$ cat src/rtl/add_mod_pipe.sv
// Two-stage pipelined modular adder: result = (a + b) mod q, with a sideband tag carried per beat.
// Latency: 2 cycles from input transfer to out_valid, 1 beat/cycle when out_ready stays high.
// Backpressure: stalls propagate stage by stage; in_ready drops only when both stages hold beats.
//
// Ports:
//   clk, rst_n           clock (rising edge), asynchronous active-low reset
//   in_valid / in_ready  input handshake; a_in, b_in, mod_in, tag_in sampled on transfer
//   out_valid / out_ready output handshake; result, tag_out valid with out_valid
//   busy                 high while either pipeline stage holds a beat
module add_mod_pipe #(
  parameter int DATA_WIDTH = 16,
  parameter int TAG_WIDTH  = 8
) (
  input  logic                  clk,
  input  logic                  rst_n,
  input  logic                  in_valid,
  output logic                  in_ready,
  input  logic [DATA_WIDTH-1:0] a_in,
  input  logic [DATA_WIDTH-1:0] b_in,
  input  logic [DATA_WIDTH-1:0] mod_in,
  input  logic [TAG_WIDTH-1:0]  tag_in,
  output logic                  out_valid,
  input  logic                  out_ready,
  output logic [DATA_WIDTH-1:0] result,
  output logic [TAG_WIDTH-1:0]  tag_out,
  output logic                  busy
);

  // Stage 1 state: raw sum keeps the carry so a + b >= 2^DATA_WIDTH is reduced correctly.
  logic                  s1_valid;
  logic [DATA_WIDTH:0]   s1_sum;
  logic [DATA_WIDTH-1:0] s1_mod;
  logic [TAG_WIDTH-1:0]  s1_tag;

  // Stage 2 state drives the outputs directly.
  logic                  s2_valid;

  // Handshake / advance controls
  logic s2_load;    // S2 may take whatever S1 holds this cycle
  logic s1_advance; // a real beat moves S1 -> S2
  logic s1_load;    // a real beat moves input -> S1

  // Reduction datapath
  logic [DATA_WIDTH+1:0] diff;
  logic                  diff_neg;
  logic [DATA_WIDTH-1:0] result_nxt;
  logic                  diff_unused;

  // S2 frees up when it is empty or its beat is leaving this cycle.
  assign s2_load    = ~s2_valid | out_ready;
  assign s1_advance = s1_valid & s2_load;
  // Depends on out_ready through s2_load, never on in_valid.
  assign in_ready   = ~s1_valid | s1_advance;
  assign s1_load    = in_valid & in_ready;

  assign out_valid  = s2_valid;
  assign busy       = s1_valid | s2_valid;

  // Two extra bits: one for the kept carry, one as the sign of sum - q.
  assign diff        = {1'b0, s1_sum} - {2'b00, s1_mod};
  assign diff_neg    = diff[DATA_WIDTH+1];
  assign diff_unused = diff[DATA_WIDTH];

  always_comb begin
    result_nxt = diff[DATA_WIDTH-1:0];
    if (diff_neg) begin
      result_nxt = s1_sum[DATA_WIDTH-1:0];
    end
  end

  // Stage 1
  always_ff @(posedge clk or negedge rst_n) begin
    if (!rst_n) begin
      s1_valid <= 1'b0;
      s1_sum   <= '0;
      s1_mod   <= '0;
      s1_tag   <= '0;
    end else begin
      if (in_ready) begin
        s1_valid <= in_valid;
      end
      if (s1_load) begin
        s1_sum <= {1'b0, a_in} + {1'b0, b_in};
        s1_mod <= mod_in;
        s1_tag <= tag_in;
      end
    end
  end

  // Stage 2: data only updates on a real beat so result/tag_out keep their
  // last value while the pipeline drains or sits idle.
  always_ff @(posedge clk or negedge rst_n) begin
    if (!rst_n) begin
      s2_valid <= 1'b0;
      result   <= '0;
      tag_out  <= '0;
    end else begin
      if (s2_load) begin
        s2_valid <= s1_valid;
      end
      if (s1_advance) begin
        result  <= result_nxt;
        tag_out <= s1_tag;
      end
    end
  end

endmodule
$ cat config.mk
export PLATFORM = sky130hd
export DESIGN_NAME = add_mod_pipe
export DESIGN_NICKNAME = d
export VERILOG_FILES = /design/src/rtl/add_mod_pipe.sv
export SDC_FILE = /design/constraint.sdc
export NUM_CORES = 1
export LEC_CHECK = 0
export BUFFER_PORTS_ARGS = -buffer_cell sky130_fd_sc_hd__buf_4
export CAP_MARGIN = 30
export CORE_UTILIZATION = 30
export DETAILED_ROUTE_END_ITERATION = 12
export PLACE_DENSITY = 0.56
export SETUP_SLACK_MARGIN = 0.05
export SLEW_MARGIN = 20
export SYNTH_ARGS = -nofsm -noshare
export SYNTH_HDL_FRONTEND = slang
export SYNTH_SLANG_ARGS = --single-unit
$ cat constraint.sdc
create_clock -name clk -period 4 [get_ports clk]
set_clock_uncertainty 0.15 [all_clocks]
set_input_delay 0.8 -clock clk [delete_from_list [all_inputs] [get_ports clk]]
set_output_delay 0.8 -clock clk [all_outputs]
set_load 0.02 [all_outputs]
==> results of run 1 <==
Yosys cell counts (4+ instances only):
library cell / number
sky130_fd_sc_hd__a211oi_1: 7
sky130_fd_sc_hd__a21o_1: 9
sky130_fd_sc_hd__a21oi_1: 18
sky130_fd_sc_hd__a2bb2oi_1: 6
sky130_fd_sc_hd__and2_1: 6
sky130_fd_sc_hd__and3_1: 5
sky130_fd_sc_hd__buf_1: 4
sky130_fd_sc_hd__clkbuf_1: 10
sky130_fd_sc_hd__dfrtp_1: 67
sky130_fd_sc_hd__ha_1: 32
sky130_fd_sc_hd__inv_1: 21
sky130_fd_sc_hd__mux2i_1: 9
sky130_fd_sc_hd__nand2_1: 108
sky130_fd_sc_hd__nand2b_1: 4
sky130_fd_sc_hd__nand3_1: 10
sky130_fd_sc_hd__nand4_1: 5
sky130_fd_sc_hd__nor2_1: 14
sky130_fd_sc_hd__o211ai_1: 5
sky130_fd_sc_hd__o21a_1: 8
sky130_fd_sc_hd__o21ai_0: 56
sky130_fd_sc_hd__or3_1: 7
sky130_fd_sc_hd__xnor2_1: 13
sky130_fd_sc_hd__xor2_1: 4
critical path: stages (launching register included):
cell	delay, ps
sky130_fd_sc_hd__dfrtp_1	400
sky130_fd_sc_hd__ha_1	390
sky130_fd_sc_hd__o21a_1	150
sky130_fd_sc_hd__o311ai_0	180
sky130_fd_sc_hd__a21o_2	290
sky130_fd_sc_hd__o21ai_4	560
sky130_fd_sc_hd__mux2_2	420
sky130_fd_sc_hd__o21ai_1	110
kinds of logic (layout without fill, tap and decap cells):
family	after synthesis	count (layout)	synth area share, %
mux	12	12	2.90
flops	67	67	39.3
simple gates	175	175	18.4
fa+ha+maj	34	34	10.3
buf+inv	38	125	3.87
compound gates	141	141	21.7
xor+xnor	17	17	3.49
metal layers:
layer | up-vias | GRT usage (%) | wire length (um)
met5 | - | 0 | 0
met1 | 1681 | 20.8 | 5240
li1 | 1875 | - | -
met2 | 86 | 22.0 | 4360
met3 | 12 | 2.21 | 385
met4 | 0 | 7.33 | 240
metrics by stage:
stage	hold slack, ps	worst slack [ps]
after floorplan	289	1300
after global placement	296	1010
after detailed placement	304	929
after CTS	319	1240
after global routing	289	1110
final	260	1260
power by group through the flow:
stage / clock (W) / combinational (W) / sequential [W]
final: 0.000784 / 0.00127 / 0.000945
after floorplan: 0 / 0.000779 / 0.00105
after global placement: 0 / 0.00125 / 0.000956
after detailed placement: 0 / 0.00127 / 0.000960
after global routing: 0.000839 / 0.00142 / 0.000967
after CTS: 0.000809 / 0.00127 / 0.000948
final timing paths:
path | startpoint | endpoint | cells past startpoint
worst max-delay path | s1_sum[3] | result[0] | 7
worst min-delay path | rst_n | result[10] | 1
worst max register to register | s1_sum[3] | result[0] | 7
worst min register to register | s1_tag[5] | tag_out[5] | 2
max in group asynchronous | rst_n | s1_mod[11] | 2
min in group clk | s1_tag[5] | tag_out[5] | 2
final cells by class:
class	count	area (um2)
multi-input cells	379	2420
inverters	21	78.8
clock buffers	13	260
flip-flops and latches	67	1680
well taps	180	225
repair buffers	89	681
clock inverters	2	35.0
fillers	1420	8500
cell usage in the layout, fill, tap and decap left out, types with 8 or more instances in the layout:
master / count
sky130_fd_sc_hd__ha_1: 32
sky130_fd_sc_hd__dfrtp_1: 67
sky130_fd_sc_hd__clkbuf_16: 9
sky130_fd_sc_hd__nand2_1: 108
sky130_fd_sc_hd__xnor2_1: 13
sky130_fd_sc_hd__a21o_1: 9
sky130_fd_sc_hd__inv_1: 21
sky130_fd_sc_hd__nand3_1: 10
sky130_fd_sc_hd__o21a_1: 8
sky130_fd_sc_hd__a21oi_1: 18
sky130_fd_sc_hd__o21ai_0: 56
sky130_fd_sc_hd__nor2_1: 14
sky130_fd_sc_hd__mux2i_1: 9
sky130_fd_sc_hd__buf_4: 88
state kept, by name, summed over array words and instances, names as in the netlist:
name / count
tag_out: 8
s1_tag: 8
s1_valid: 1
out_valid: 1
result: 16
s1_sum: 17
s1_mod: 16
==> out/metrics.sh, run 1 <==
RUN_STATUS='complete, no violations'
SYNTH_SEQ_CELLS=67
REPORT.FINAL.SLEW_VIOL_COUNT=0
CTS_INSERTED_BUFFERS=9
TIMING.SLEW.HEADROOM_PCT=49.6
CLOCKROOTBUFFER='sky130_fd_sc_hd__clkbuf_16'
TIMING.FMAX_MHz=364
IO-PIN-COUNT=87
FINAL_MIN_PERIOD_OVER_CLOCK_PERIOD_PCT=68.6
FF2FF_SETUP_SLACK_PS=1260
FINAL-SETUP-VIOL-COUNT=0
ROUTABILITY_CONGESTION_ESTIMATE=0.814
POWER_SWITCHING_W=0.00108
RESIZED_CELLS_POST_CTS=0
POST-CTS-SETUP-BUFFER-COUNT=0
DIODES=0
DIE_Y_UM=121
TIMING.FINAL.HOLD_VIOLATIONS=0
FINALCRITICALPERIOD_PS=2740
NNETSFINAL=661
POWER.INTERNAL_W=0.00192
ANTENNA_FOUND_INITIAL=0
YS_TYPES=58
POST_DRT_WL_PER_CELL_UM=13.6
SW_FRAC_OF_TOTAL_PCT=36.1
PORTBUFFERS=86
CLKPWRFRAC_PCT=26.2
WL_UM=10200
CAP_VIOLATIONS=0
CTS_HTREE_LEVELS=3
GRT_FIRST_PASS_WIRELENGTH_UM=17000
GRT_PASS1_VIAS=3478
TOTALPOWERFINAL_W=0.00300
FLOORPLAN.ROWS=43
CLASS_OF_THE_WORST_HOLD_PATH='in2async'
LAYOUT.CELL_AREA.NON_FILLER_MM2=0.00538
SYNTHESIS.INSTANCES=484
INITIAL_CORE_UTILIZATION_PCT=30.7
CRITICAL_PATH.STARTPOINT_TYPE='flop'
FINALNONFILLERCELLS=751
POST_ROUTE_CELLS_DRIVE_ABOVE_1_SHARE_PCT=20.7
DPL-INSTANCE-AREA_MM2=0.00506
PATH_CLK_SLEW_PS=50
FINISH.UTILIZATION_PCT=38.8
DRTPASS1ITERATIONS=4
DRT_ITER0_MARKERS=142
DRC=0
POWER.STATIC_LEAKAGE_nW=2.58
GRT_START_MAX_NET_PINS=68
TIMING.SETUP.TNS_PS=0
ARRIVAL_PS=2840
YS.FLOP_TYPE='sky130_fd_sc_hd__dfrtp_1'
POWER.SHARE.SEQUENTIAL_PCT=31.5
CLK_LATENCY_PS=330
SYNTHESIS.AREA_PER_INSTANCE_UM2=8.81
COMB_POWER_SHARE_PCT=42.3
DIEAREA_MM2=0.0147
GRT_SETUP_UNREPAIRED='false'
YS_TOP_CELLS_BY_AREA='sky130_fd_sc_hd__dfrtp_1, sky130_fd_sc_hd__nand2_1, sky130_fd_sc_hd__ha_1'
AREA_GROWTH_PCT=26.1
SYN-NUM-NETS=578
YS.WARNINGS.COUNT=0
SYNTH-EDFF-COUNT=0
ANT_NETS=0
COUNT_OF_PLACED_STANDARD_CELLS_INCLUDING_TAPS=735
CRIT_TYPE='reg2reg'
CP_MAX_FO=21
CORE_AREA_MM2=0.0139
PROPORTION_OF_SYNTHESIZED_CHIP_AREA_IN_SEQUENTIAL_CELLS_PCT=39.3
POWER.IR.VDD_WORST_uV=246
CTS_BUFFER_DEPTH=2
VIA_CELL_RATIO=4.87
DIE_W_UM=121
GLOBAL_ROUTE.OVERFLOW_TOTAL=0
SYNTHESIS.AREA_MM2=0.00426
POWER_PER_CELL_AREA_mW_PER_MM2=557
TRITONCTS_NUM_SINKS=67
TIMING_WORST_SLEW_PIN_VALUE_PS=756
POST-SYNTH-TOP-AREA-CELL='sky130_fd_sc_hd__dfrtp_1'
DPL.HPWL_UM=7670
NUM_VIAS=3654
HOLD_BUFFERS=0
TRITONCTS='done'
ASYNC_FLOP_SHARE_PCT=100
POST-SYNTH-TOP-AREA-FRACTION_PCT=39.3
GRT_USE_TOTAL_PCT=14.8
REQUIRED_PS=4090
CRITICAL_PATH_ENDPOINT_CATEGORY='flop'
No activity file was read; power rests on OpenSTA's default activity.
==> inputs of run 2 (changes only) <==
- PLACE_DENSITY: 0.56 -> 0.58
- clock period: 4 -> 2.5 ns (I/O delays scaled with it)
==> run 2 against run 1 <==
Effect of this change: combinational power rose by 87%; sequential power grew 60%; global-route usage increased by 0.42 points; power up 72%; cell area grew 7.9%; utilization is 3.1 points higher; critical path type unchanged; highest routed layer unchanged.
==> out/metrics.sh, run 2 (synthesized netlist as in run 1, its figures left out) <==
LAYOUT_COMMONEST_CELL='sky130_fd_sc_hd__buf_4'
ANTENNA_FOUND_INITIAL=0  # unchanged
INITIAL_CORE_UTILIZATION_PCT=30.7  # unchanged
GRT_START_MAX_NET_PINS=68  # unchanged
DIODES=0  # unchanged
GRT_SETUP_UNREPAIRED='true'
GRT_FIRST_PASS_WIRELENGTH_UM=17700  # +3.8%
MOST-COMMON-LAYOUT-CELLS='sky130_fd_sc_hd__buf_4, sky130_fd_sc_hd__nand2_1, sky130_fd_sc_hd__dfrtp_1, sky130_fd_sc_hd__o21ai_0, sky130_fd_sc_hd__ha_1'
DIE_Y_UM=121  # unchanged
CLKPWRFRAC_PCT=24.5  # -1.7 points
POWER.IR.VDD_WORST_uV=353  # +43%
NNETSFINAL=704  # +6.5%
PORTBUFFERS=86  # unchanged
MULTIINPUTGATEAREA_MM2=0.00253  # +4.3%
POST_ROUTE_CELLS_DRIVE_ABOVE_1_SHARE_PCT=29.0  # +8.4 points
ANT_NETS=0  # unchanged
DRT_ITER0_MARKERS=137  # -3.5%
RUN_STATUS='complete, no violations'
CTS_HTREE_LEVELS=3  # unchanged
ARRIVAL_PS=2420  # -420 ps
TIMING.FMAX_MHz=423  # +16%
DPL.HPWL_UM=8230  # +7.3%
POWER.STATIC_LEAKAGE_nW=2.79  # +8.0%
WL_UM=10800  # +5.2%
FINAL.SETUP.WORST_SLACK_PS=139  # -1120 ps
CRITICAL_PATH.STARTPOINT_TYPE='flop'
TIMING.SLEW.HEADROOM_PCT=43.1  # -6.5 points
CAP_VIOLATIONS=0  # unchanged
FLOORPLAN.ROWS=43  # unchanged
POWER.SHARE.SEQUENTIAL_PCT=29.3  # -2.2 points
REPORT.FINAL.SLEW_VIOL_COUNT=0  # unchanged
CRIT_TYPE='reg2reg'
CRITICAL_PATH_ENDPOINT_CATEGORY='flop'
GRT_USE_TOTAL_PCT=15.2  # +0.42 points
POST_PLACEMENT_WORST_SETUP_SLACK_PS=-167  # -1100 ps
CP_MAX_FO=5  # -76%
COMB_POWER_SHARE_PCT=46.2  # +3.9 points
TOTALPOWERFINAL_W=0.00515  # +72%
TIMING.FINAL.HOLD_VIOLATIONS=0  # unchanged
CLK_LATENCY_PS=330  # about the same
POWER_PER_CELL_AREA_mW_PER_MM2=887  # +59%
ROUTABILITY_CONGESTION_ESTIMATE=0.857  # +5.2%
N_FILL_CELL=1381  # -2.7%
REQUIRED_PS=2560  # -1530 ps
AREA_GROWTH_PCT=36.1
DIEAREA_MM2=0.0147  # unchanged
GRT_PASS1_VIAS=3688  # +6.0%
HOLD_BUFFERS=0  # unchanged
FINALCRITICALPERIOD_PS=2360  # -382 ps
IO-PIN-COUNT=87  # unchanged
GLOBAL_ROUTE.OVERFLOW_TOTAL=0  # unchanged
TIMING.SETUP.TNS_PS=0  # unchanged
CTS_BUFFER_DEPTH=2  # unchanged
FINISH.UTILIZATION_PCT=41.8  # +3.1 points
POWER.INTERNAL_W=0.00334  # +75%
FINAL-SETUP-VIOL-COUNT=0  # unchanged
TRITONCTS='done'
VIA_CELL_RATIO=4.76  # -2.2%
FINAL_MIN_PERIOD_OVER_CLOCK_PERIOD_PCT=94.5  # +26 points
POST_DRT_WL_PER_CELL_UM=13.6  # -0.33%
CLOCKROOTBUFFER='sky130_fd_sc_hd__clkbuf_16'
LARGEST_REG_FLOPS=17  # unchanged
TOP_REGISTER='s1_sum'
CTS_INSERTED_BUFFERS=9  # unchanged
AREA.SEQUENTIAL_MM2=0.00168  # unchanged
REG.LARGEST.LIST='s1_sum: 17 flops, result: 16 flops, s1_mod: 16 flops'
CLASS_OF_THE_WORST_HOLD_PATH='in2async'
CORE_AREA_MM2=0.0139  # unchanged
TIMING_WORST_SLEW_PIN_VALUE_PS=853  # +97.3 ps
TRITONCTS_NUM_SINKS=67  # unchanged
NUM_VIAS=3773  # +3.3%
SW_FRAC_OF_TOTAL_PCT=35.1  # -1.0 points
DRTPASS1ITERATIONS=4  # unchanged
POWER_SWITCHING_W=0.00181  # +67%
DRC=0  # unchanged
DIE_W_UM=121  # unchanged
PATH_CLK_SLEW_PS=50  # about the same
## run 2: cell types whose count changed in the layout (fill, tap and decap cells not counted), sizes merged
cell    previous run  this run
clkbuf            13        12
buf               89       132
## run 2: critical path, stage by stage, from the launching register on
cell	delay, ps
sky130_fd_sc_hd__dfrtp_1	350
sky130_fd_sc_hd__inv_1	110
sky130_fd_sc_hd__ha_2	220
sky130_fd_sc_hd__fa_2	230
sky130_fd_sc_hd__nor2b_2	50
sky130_fd_sc_hd__o31a_1	350
sky130_fd_sc_hd__o2111ai_2	260
sky130_fd_sc_hd__a31oi_1	140
sky130_fd_sc_hd__xnor2_1	300
sky130_fd_sc_hd__o21ai_2	70
## run 2: power groups by stage
stage / clock network (W) / registers, W / logic, W
after floorplan: 0 / 0.00168 / 0.00125
after global placement: 0 / 0.00151 / 0.00220
after detailed placement: 0 / 0.00152 / 0.00223
after CTS: 0.00131 / 0.00150 / 0.00226
after global routing: 0.00135 / 0.00155 / 0.00264
final: 0.00126 / 0.00151 / 0.00238
## run 2: metal layers
metal  vias to the layer above  global-route usage, %  wire, um
met5                         -                      0         0
met1                      1713                   21.1      5340
met2                        83                   23.9      4880
met4                         0                   4.63       121
li1                       1967                      -         -
met3                        10                   2.87       424
## run 2: what timing repair did
| item | 4_1_cts | 5_1_grt |
|---|---|---|
| buffers inserted | 2 | 5 |
| gates cloned | 0 | 0 |
| gates resized for setup | 0 | 22 |
| endpoints found under the setup margin | 5 | 16 |
| pin swaps | 1 | 10 |
## run 2: path summary, 6_finish.rpt
path | slack, ps | cells after the start | endpoint | start
setup / recovery | 140 | 9 | result[12] | s1_sum[0]
hold / removal | 130 | 1 | tag_out[3] | rst_n
setup reg to reg | 140 | 9 | result[12] | s1_sum[0]
hold reg to reg | 310 | 2 | tag_out[6] | s1_tag[6]
max in group asynchronous | 1510 | 1 | s1_sum[13] | rst_n
min in group clk | 210 | 3 | s1_tag[1] | tag_in[1]
## run 2: layout make-up
type                       count  share of cell area [%]
tap                          180                    3.88
clock buffer                  12                    4.59
timing repair buffer         132                    17.1
sequential                    67                    28.9
clock inverter                 2                   0.604
inverter                      21                    1.36
multi-input combinational    379                    43.5
## run 2: stage by stage
stage               instances  cell area (um2)  hold slack [ps]
floorplan                 484             4260             54.4
global placement          772             5340              296
detailed placement        772             5340              305
CTS                       788             5660              167
global route              793             5800              215
finish                    793             5800              128
